==> config.mk <==
export PLATFORM = sky130hd
export DESIGN_NAME = hamming_scrub_ctrl
export DESIGN_NICKNAME = d
export VERILOG_FILES = /design/src/rtl/hamming_scrub_ctrl.sv
export SDC_FILE = /design/constraint.sdc
export NUM_CORES = 1
export LEC_CHECK = 0
export CORE_MARGIN = 5
export CORE_UTILIZATION = 54
export DETAILED_ROUTE_END_ITERATION = 10
export DONT_BUFFER_PORTS = 1
export HOLD_SLACK_MARGIN = 0.08
export PLACE_DENSITY = 0.72
export SYNTH_ARGS = -nofsm -noshare
export SYNTH_HDL_FRONTEND = slang
export SYNTH_SLANG_ARGS = --single-unit
==> constraint.sdc <==
create_clock -name clk -period 1.8 [get_ports clk]
set_clock_uncertainty 0.05 [all_clocks]
set_input_delay 0.36 -clock clk [delete_from_list [all_inputs] [get_ports clk]]
set_output_delay 0.36 -clock clk [all_outputs]
set_load 0.05 [all_outputs]
==> src/rtl/hamming_scrub_ctrl.sv <==
// hamming_scrub_ctrl: error counting and reload-based recovery for a hamming_register (optional corrCnt counter via HAMMING_SCRUB_CORR_CNT_EN)
module hamming_scrub_ctrl #(
  parameter int p_dataSize      = 5,
  parameter int p_errCntWidth   = 8,
  parameter int p_reloadTimeout = 16
) (
  input  logic                     clk,
  input  logic                     rst,
  input  logic                     regCorrErr,
  input  logic                     regUncorrErr,
  input  logic                     hostWE,
  input  logic [p_dataSize-1:0]    hostData,
  input  logic                     reloadAck,
  input  logic [p_dataSize-1:0]    reloadData,
  input  logic                     clrCnt,
  output logic                     regWE,
  output logic [p_dataSize-1:0]    regWData,
  output logic                     reloadReq,
  output logic                     busy,
  output logic                     fatal,
  output logic [p_errCntWidth-1:0] corrCnt,
  output logic [p_errCntWidth-1:0] uncorrCnt
);
  localparam int TW = $clog2(p_reloadTimeout + 1);
  typedef enum logic [2:0] {IDLE, REQ, WRITE, SETTLE, FAIL} state_t;
  state_t                  state, next;
  logic [TW-1:0]           tcnt;
  logic [p_dataSize-1:0]   cap;
  logic                    unc_inc, cap_en;
  assign regWE    = hostWE | (state == WRITE);
  assign regWData = hostWE ? hostData : cap;
  assign busy     = state != IDLE;
  assign fatal    = state == FAIL;
  // next state; host write beats ack, ack beats timeout
  always_comb begin
    next    = state;
    unc_inc = 1'b0;
    cap_en  = 1'b0;
    case (state)
      IDLE: begin
        unc_inc = regUncorrErr & ~hostWE;
        next    = unc_inc ? REQ : IDLE;
      end
      REQ: begin
        cap_en = reloadAck & ~hostWE;
        next   = hostWE ? SETTLE : reloadAck ? WRITE :
                 (tcnt == TW'(p_reloadTimeout - 1)) ? FAIL : REQ;
      end
      WRITE: next = SETTLE;
      SETTLE: begin
        unc_inc = regUncorrErr;
        next    = regUncorrErr ? FAIL : IDLE;
      end
      default: next = FAIL;
    endcase
  end
  // state, request line, timeout and uncorrectable counter
  always_ff @(posedge clk) begin
    if (rst) begin
      state     <= IDLE;
      reloadReq <= 1'b0;
      tcnt      <= '0;
      uncorrCnt <= '0;
    end else begin
      state     <= next;
      reloadReq <= next == REQ;
      tcnt      <= (state == REQ) ? tcnt + 1'b1 : '0;
      uncorrCnt <= clrCnt ? '0 : (unc_inc && !(&uncorrCnt)) ? uncorrCnt + 1'b1 : uncorrCnt;
    end
  end
  // hold the clean copy for the rewrite cycle
  always_ff @(posedge clk) begin
    if (cap_en) cap <= reloadData;
  end
`ifdef HAMMING_SCRUB_CORR_CNT_EN
  // saturating correctable count; flags are meaningless while the register is rewritten
  always_ff @(posedge clk) begin
    if (rst || clrCnt) corrCnt <= '0;
    else if (regCorrErr && state != WRITE && !(&corrCnt)) corrCnt <= corrCnt + 1'b1;
  end
`else
  logic unused_corr;
  assign unused_corr = regCorrErr;
  assign corrCnt     = '0;
`endif
endmodule
Word level (Yosys, flattened, before mapping)
Index checks and enable logic that the tools add are counted.
Cells by class
  bitwise gates (word level): 5
  eq/ne operators: 6
  add/sub/neg operators: 2
  reduce and logical (&&, ||, !) cells: 7
  multiplexer cells: 9
Operators by type and width (number)
  two-way mux 3 bit: 4
  case mux 3 bit (4 select lines): 1
  adder 8 x 1 -> 8 bit (second input constant): 1
  AND reduction 8 bit: 1
  equality test 3 x 1 -> 1 bit (second input constant): 2
  equality test 3 x 2 -> 1 bit (second input constant): 2
  adder 5 x 1 -> 5 bit (second input constant): 1
  equality test 5 x 4 -> 1 bit (second input constant): 1
  two-way mux 5 bit: 1
  OR reduction 2 bit: 2
  equality test 3 bit (second input constant): 1
  logical NOT 3 bit: 1
  nonzero test 3 bit: 1
  bitwise AND 1 bit: 2
  two-way mux 1 bit: 2
  NOT 1 bit: 2
  case mux 1 bit (2 select lines): 1
  logical AND 1 bit: 1
  logical NOT 1 bit: 1
  OR 1 bit: 1
Storage, ports and cells
  output and inout port bits: 25
  bits in registers: 22
  bits of input ports: 17

Longest topological paths before layout
  depth after elaboration: 6
  mapped depth: 7
  mapped depth without buffers: 7

Worst setup path after synthesis
Ideal clock, no wire load.
  path kind: flip-flop to output port
  from: reg state[1]
  to: out fatal
  setup slack: -0.278 ns
  arrival time: 1.668 ns
  stages on the path, launching flop included: 3
  cells stage by stage: dfxtp_1 clkbuf_1 nor3b_1
Between the ends
  cells in the longest elaborated chain, start to end: 1
RTL lines
  from (decl): RTL line 26  | state_t state, next;
  from (signal assigned): RTL line 65  | state <= next;
  equality test 3 bit: RTL line 33  | assign fatal = state == FAIL;
  to (decl): RTL line 20  | output logic fatal,
No other way between the ends.

Worst setup path in the final report
  from: reg state[0]
  to: reg uncorrCnt[7]
Between the ends
  cells in the longest elaborated chain, start to end: 3
RTL lines
  equality test 3 x 2 -> 1 bit or logical NOT 3 bit (tied branches): RTL line 39  | case (state)
  case mux 1 bit (2 select lines) *: RTL line 39
  logical AND 1 bit *: RTL line 68  | uncorrCnt <= clrCnt ? '0 : (unc_inc && !(&uncorrCnt)) ? uncorrCnt + 1'b1 : uncorrCnt;
  to (signal assigned): RTL line 68
  to (decl): RTL line 22  | output logic [p_errCntWidth-1:0] uncorrCnt
Every way passes the cells marked *; elsewhere a longest branch is shown, timed or not.
A chain may end at the register's enable or synchronous reset.

==> out/results.txt <==
Switching Share -> 0.279
Fin nets -> 159
Largest net degree at the start of global routing -> 14
Async SR Flop Fraction -> 0
FF-to-FF End -> uncorrCnt[7]
Placed cells -> 153
Detailed Routing Iterations Pass 1 -> 4
Core area -> 0.00196 mm2
Worst path required time -> 2.00 ns
Largest family of logic cells by synthesized area -> simple AND/OR/NAND/NOR gates
Total track usage -> 0.160
Min Tclk post-route -> 1.83 ns
Routed wire per std cell -> 16.1 um
Adder-Cell Fraction of Synth Area -> 0.0337
Number of flops mapped to enable cells by yosys -> 5
Final core occ -> 0.728
Share of layout cells above drive strength 1 -> 0.333
Die X -> 55.4 um
Dpl hpwl -> 1730 um
Crit path capture -> uncorrCnt[7]
Grt total ovfl -> 0
Vias in the first global route -> 892
Worst stage delay on the critical path -> 0.49 ns
Final worst slack -> -0.0289 ns
Area grow syn2layout -> 28.3%
Critical R2R Launch -> state[0]
Residual DRC -> 0
Post-route ant nets -> 0
Total CTS buffers -> 3
Seq/Total Area, Yosys -> 0.441
Routed wire length -> 2650 um
Via count -> 941
Synth area leader -> dfxtp_1
Multiplexer area fraction after synthesis -> 0.0596
RSZ-0062 raised after global routing -> yes
CP Launch Type -> flip-flop
Ys Warns -> 0
Gate power share -> 0.201
Fmax -> 0.547 GHz
Top Family by Delay on Critical Path -> simple AND/OR/NAND/NOR gates
Post-synth top area share -> 0.306
Net switching power figure -> 0.318 mW
Fin crit share -> 1.02
CTS root buf -> clkbuf_4
Maximum VDD drop -> 0.564 mV
CTS tree -> done
Post-Syn Area -> 0.00111 mm2
Detailed Route Iter0 Violations -> 17
Type of the worst min-delay path -> in2reg
Max Transition Viols Final -> 0
Total number of H-tree levels -> 1
Final Hold Violating Endpoints -> 0
Reg clk slew, reported paths -> 0.13 ns
Compound-Gate Fraction of Synth Area -> 0.155
I/O pin cnt -> 42
Placer Congestion -> 0.725
Ys flop type -> dfxtp_1
Worst R2R Path Depth -> 4
Pwr Density -> 798 mW/mm2
Setup violators final -> 2
Total Power -> 1.14 mW
Critical path peak fanout -> 6
Clock latency on the worst-skew pair -> 0.30 ns
Maximum buffer depth of the clock tree -> 2
Clock share of power -> 0.326
Die area -> 0.00307 mm2
Die height -> 55.4 um
Cells after synthesis -> 117
Vias per cell -> 5.70
Post-synthesis cell type count -> 39
Register share of total power -> 0.474
Synth Area in Simple Gates -> 0.205
Failing checks -> negative setup slack
MaxCap Viol Count -> 0
Area contributors post-synth -> dfxtp_1 (31%), edfxtp_1 (13%), buf_4 (5.4%)
Crit path launch -> state[0]
Critical Path Sink Type -> flip-flop
Core Rows -> 16
Crit path kind -> reg2reg
Leakage -> 0.526 nW
XOR/XNOR Fraction of Synth Area -> 0.0157
Reg2reg setup slack -> -0.03 ns
Cell Chain, Critical Path -> or3_4, a211o_4, or4_4, a21oi_2
Outcome -> finished, violations left
Placement Setup Slack -> -0.0772 ns
CP bufs+invs -> 0
FF+latch count, synth -> 22
WHS -> 0.195 ns
Initial antenna violation count -> 0
Max stage delay cell, worst path -> or4_4
Port bufs -> 0
Internal cell power -> 0.821 mW
Mapped Avg Cell Area -> 9.51 um2
Filler Cell Count -> 166
Worst Path Arrival -> 2.03 ns
Final cell count without fillers -> 165
Critical path depth in cells -> 4
Clk sink count -> 22
Global-route wire length before repair -> 4060 um
Initial Util -> 0.567
N_diodes -> 0
==> layout by cell type (no fill, tap or decap), types with 2 or more instances in the layout <==
cell / n
a211o_4: 2
inv_1: 4
ha_1: 3
nor2_1: 10
a21oi_1: 3
nand3_1: 4
or4_4: 3
and3_1: 2
mux2_2: 5
clkbuf_4: 3
and2_1: 2
conb_1: 8
o41ai_1: 3
dlygate4sd3_1: 6
buf_4: 15
dfxtp_1: 14
edfxtp_1: 5
o21ai_0: 4
dfxtp_2: 3
a21oi_2: 4
nand2_1: 7
or3_4: 3
==> power by group through the flow <==
stage / Clock (mW) / Combinational (mW) / Sequential, mW
after floorplan: 0 / 0.175 / 0.550
after global placement: 0 / 0.185 / 0.547
after detailed placement: 0 / 0.187 / 0.549
after CTS: 0.380 / 0.207 / 0.538
after global routing: 0.411 / 0.239 / 0.542
final: 0.371 / 0.228 / 0.540
==> worst min path at each step <==
| stage | start | end | slack [ns] | cells after the start |
|---|---|---|---|---|
| after floorplan | tcnt[0] | tcnt[0] | 0.37 | 1 |
| after global placement | tcnt[0] | tcnt[0] | 0.38 | 1 |
| after detailed placement | rst | state[2] | 0.39 | 1 |
| after CTS | reloadData[3] | cap[3] | 0.08 | 0 |
| after global routing | rst | uncorrCnt[5] | 0.16 | 2 |
| final | rst | uncorrCnt[5] | 0.19 | 2 |
==> metal layers <==
layer,part of all wire,track usage,wire length [um],vias to the layer above
li1,-,-,-,455
met1,0.41,0.183,1080,437
met2,0.49,0.275,1310,43
met3,0.086,0.0513,228,6
met4,0.012,0.0625,31,0
met5,0,0,0,-
==> worst reg2reg max path, stage by stage, from the launching register on <==
cell and delay [ns]:
dfxtp_2 0.35, or3_4 0.38, a211o_4 0.39, or4_4 0.49
a21oi_2 0.13
==> sequential cells by signal, indices dropped and copies added, names as in the netlist <==
signal / count
state: 3
uncorrCnt: 8
cap: 5
reloadReq: 1
tcnt: 5
==> per-stage QoR <==
stage | setup TNS [ns] | instance area [um2]
floorplan | 0 | 1140
global placement | -0.276 | 1210
detailed placement | -0.412 | 1210
CTS | -0.235 | 1310
global route | -0.275 | 1430
finish | -0.0428 | 1430
==> kinds of logic after synthesis <==
| group | count (synthesis) |
|---|---|
| adders and majority gates | 3 |
| AOI/OAI and AO/OA | 25 |
| xor gates and xnor gates | 2 |
| muxes | 6 |
| and+or+nand+nor | 41 |
| DFF | 22 |
| other | 1 |
| buffers and inverters | 17 |
==> timing repair <==
| action | CTS | global route |
|---|---|---|
| pin swaps | 0 | 13 |
| setup endpoints to repair | 9 | 9 |
| endpoints found under the hold margin | 1 | 5 |
| cloned | 1 | 0 |
| hold buffers | 1 | 5 |
| resized for setup | 4 | 16 |
| setup buffers | 1 | 0 |
==> area by class of cell <==
class	instances	area (um2)	area share
tap	27	33.8	0.0237
sequential	22	494	0.346
multi-input combinational	86	648	0.454
clock inverter	1	30.0	0.0210
timing repair buffer	22	184	0.129
clock buffer	3	22.5	0.0158
inverter	4	15.0	0.0105
==> Yosys cell counts (5+ instances only) <==
cell type	count
a21oi_1	7
buf_4	8
dfxtp_1	17
edfxtp_1	5
mux2_2	5
nand2_1	7
nor2_1	10
Power figures use the tool's default switching activity.
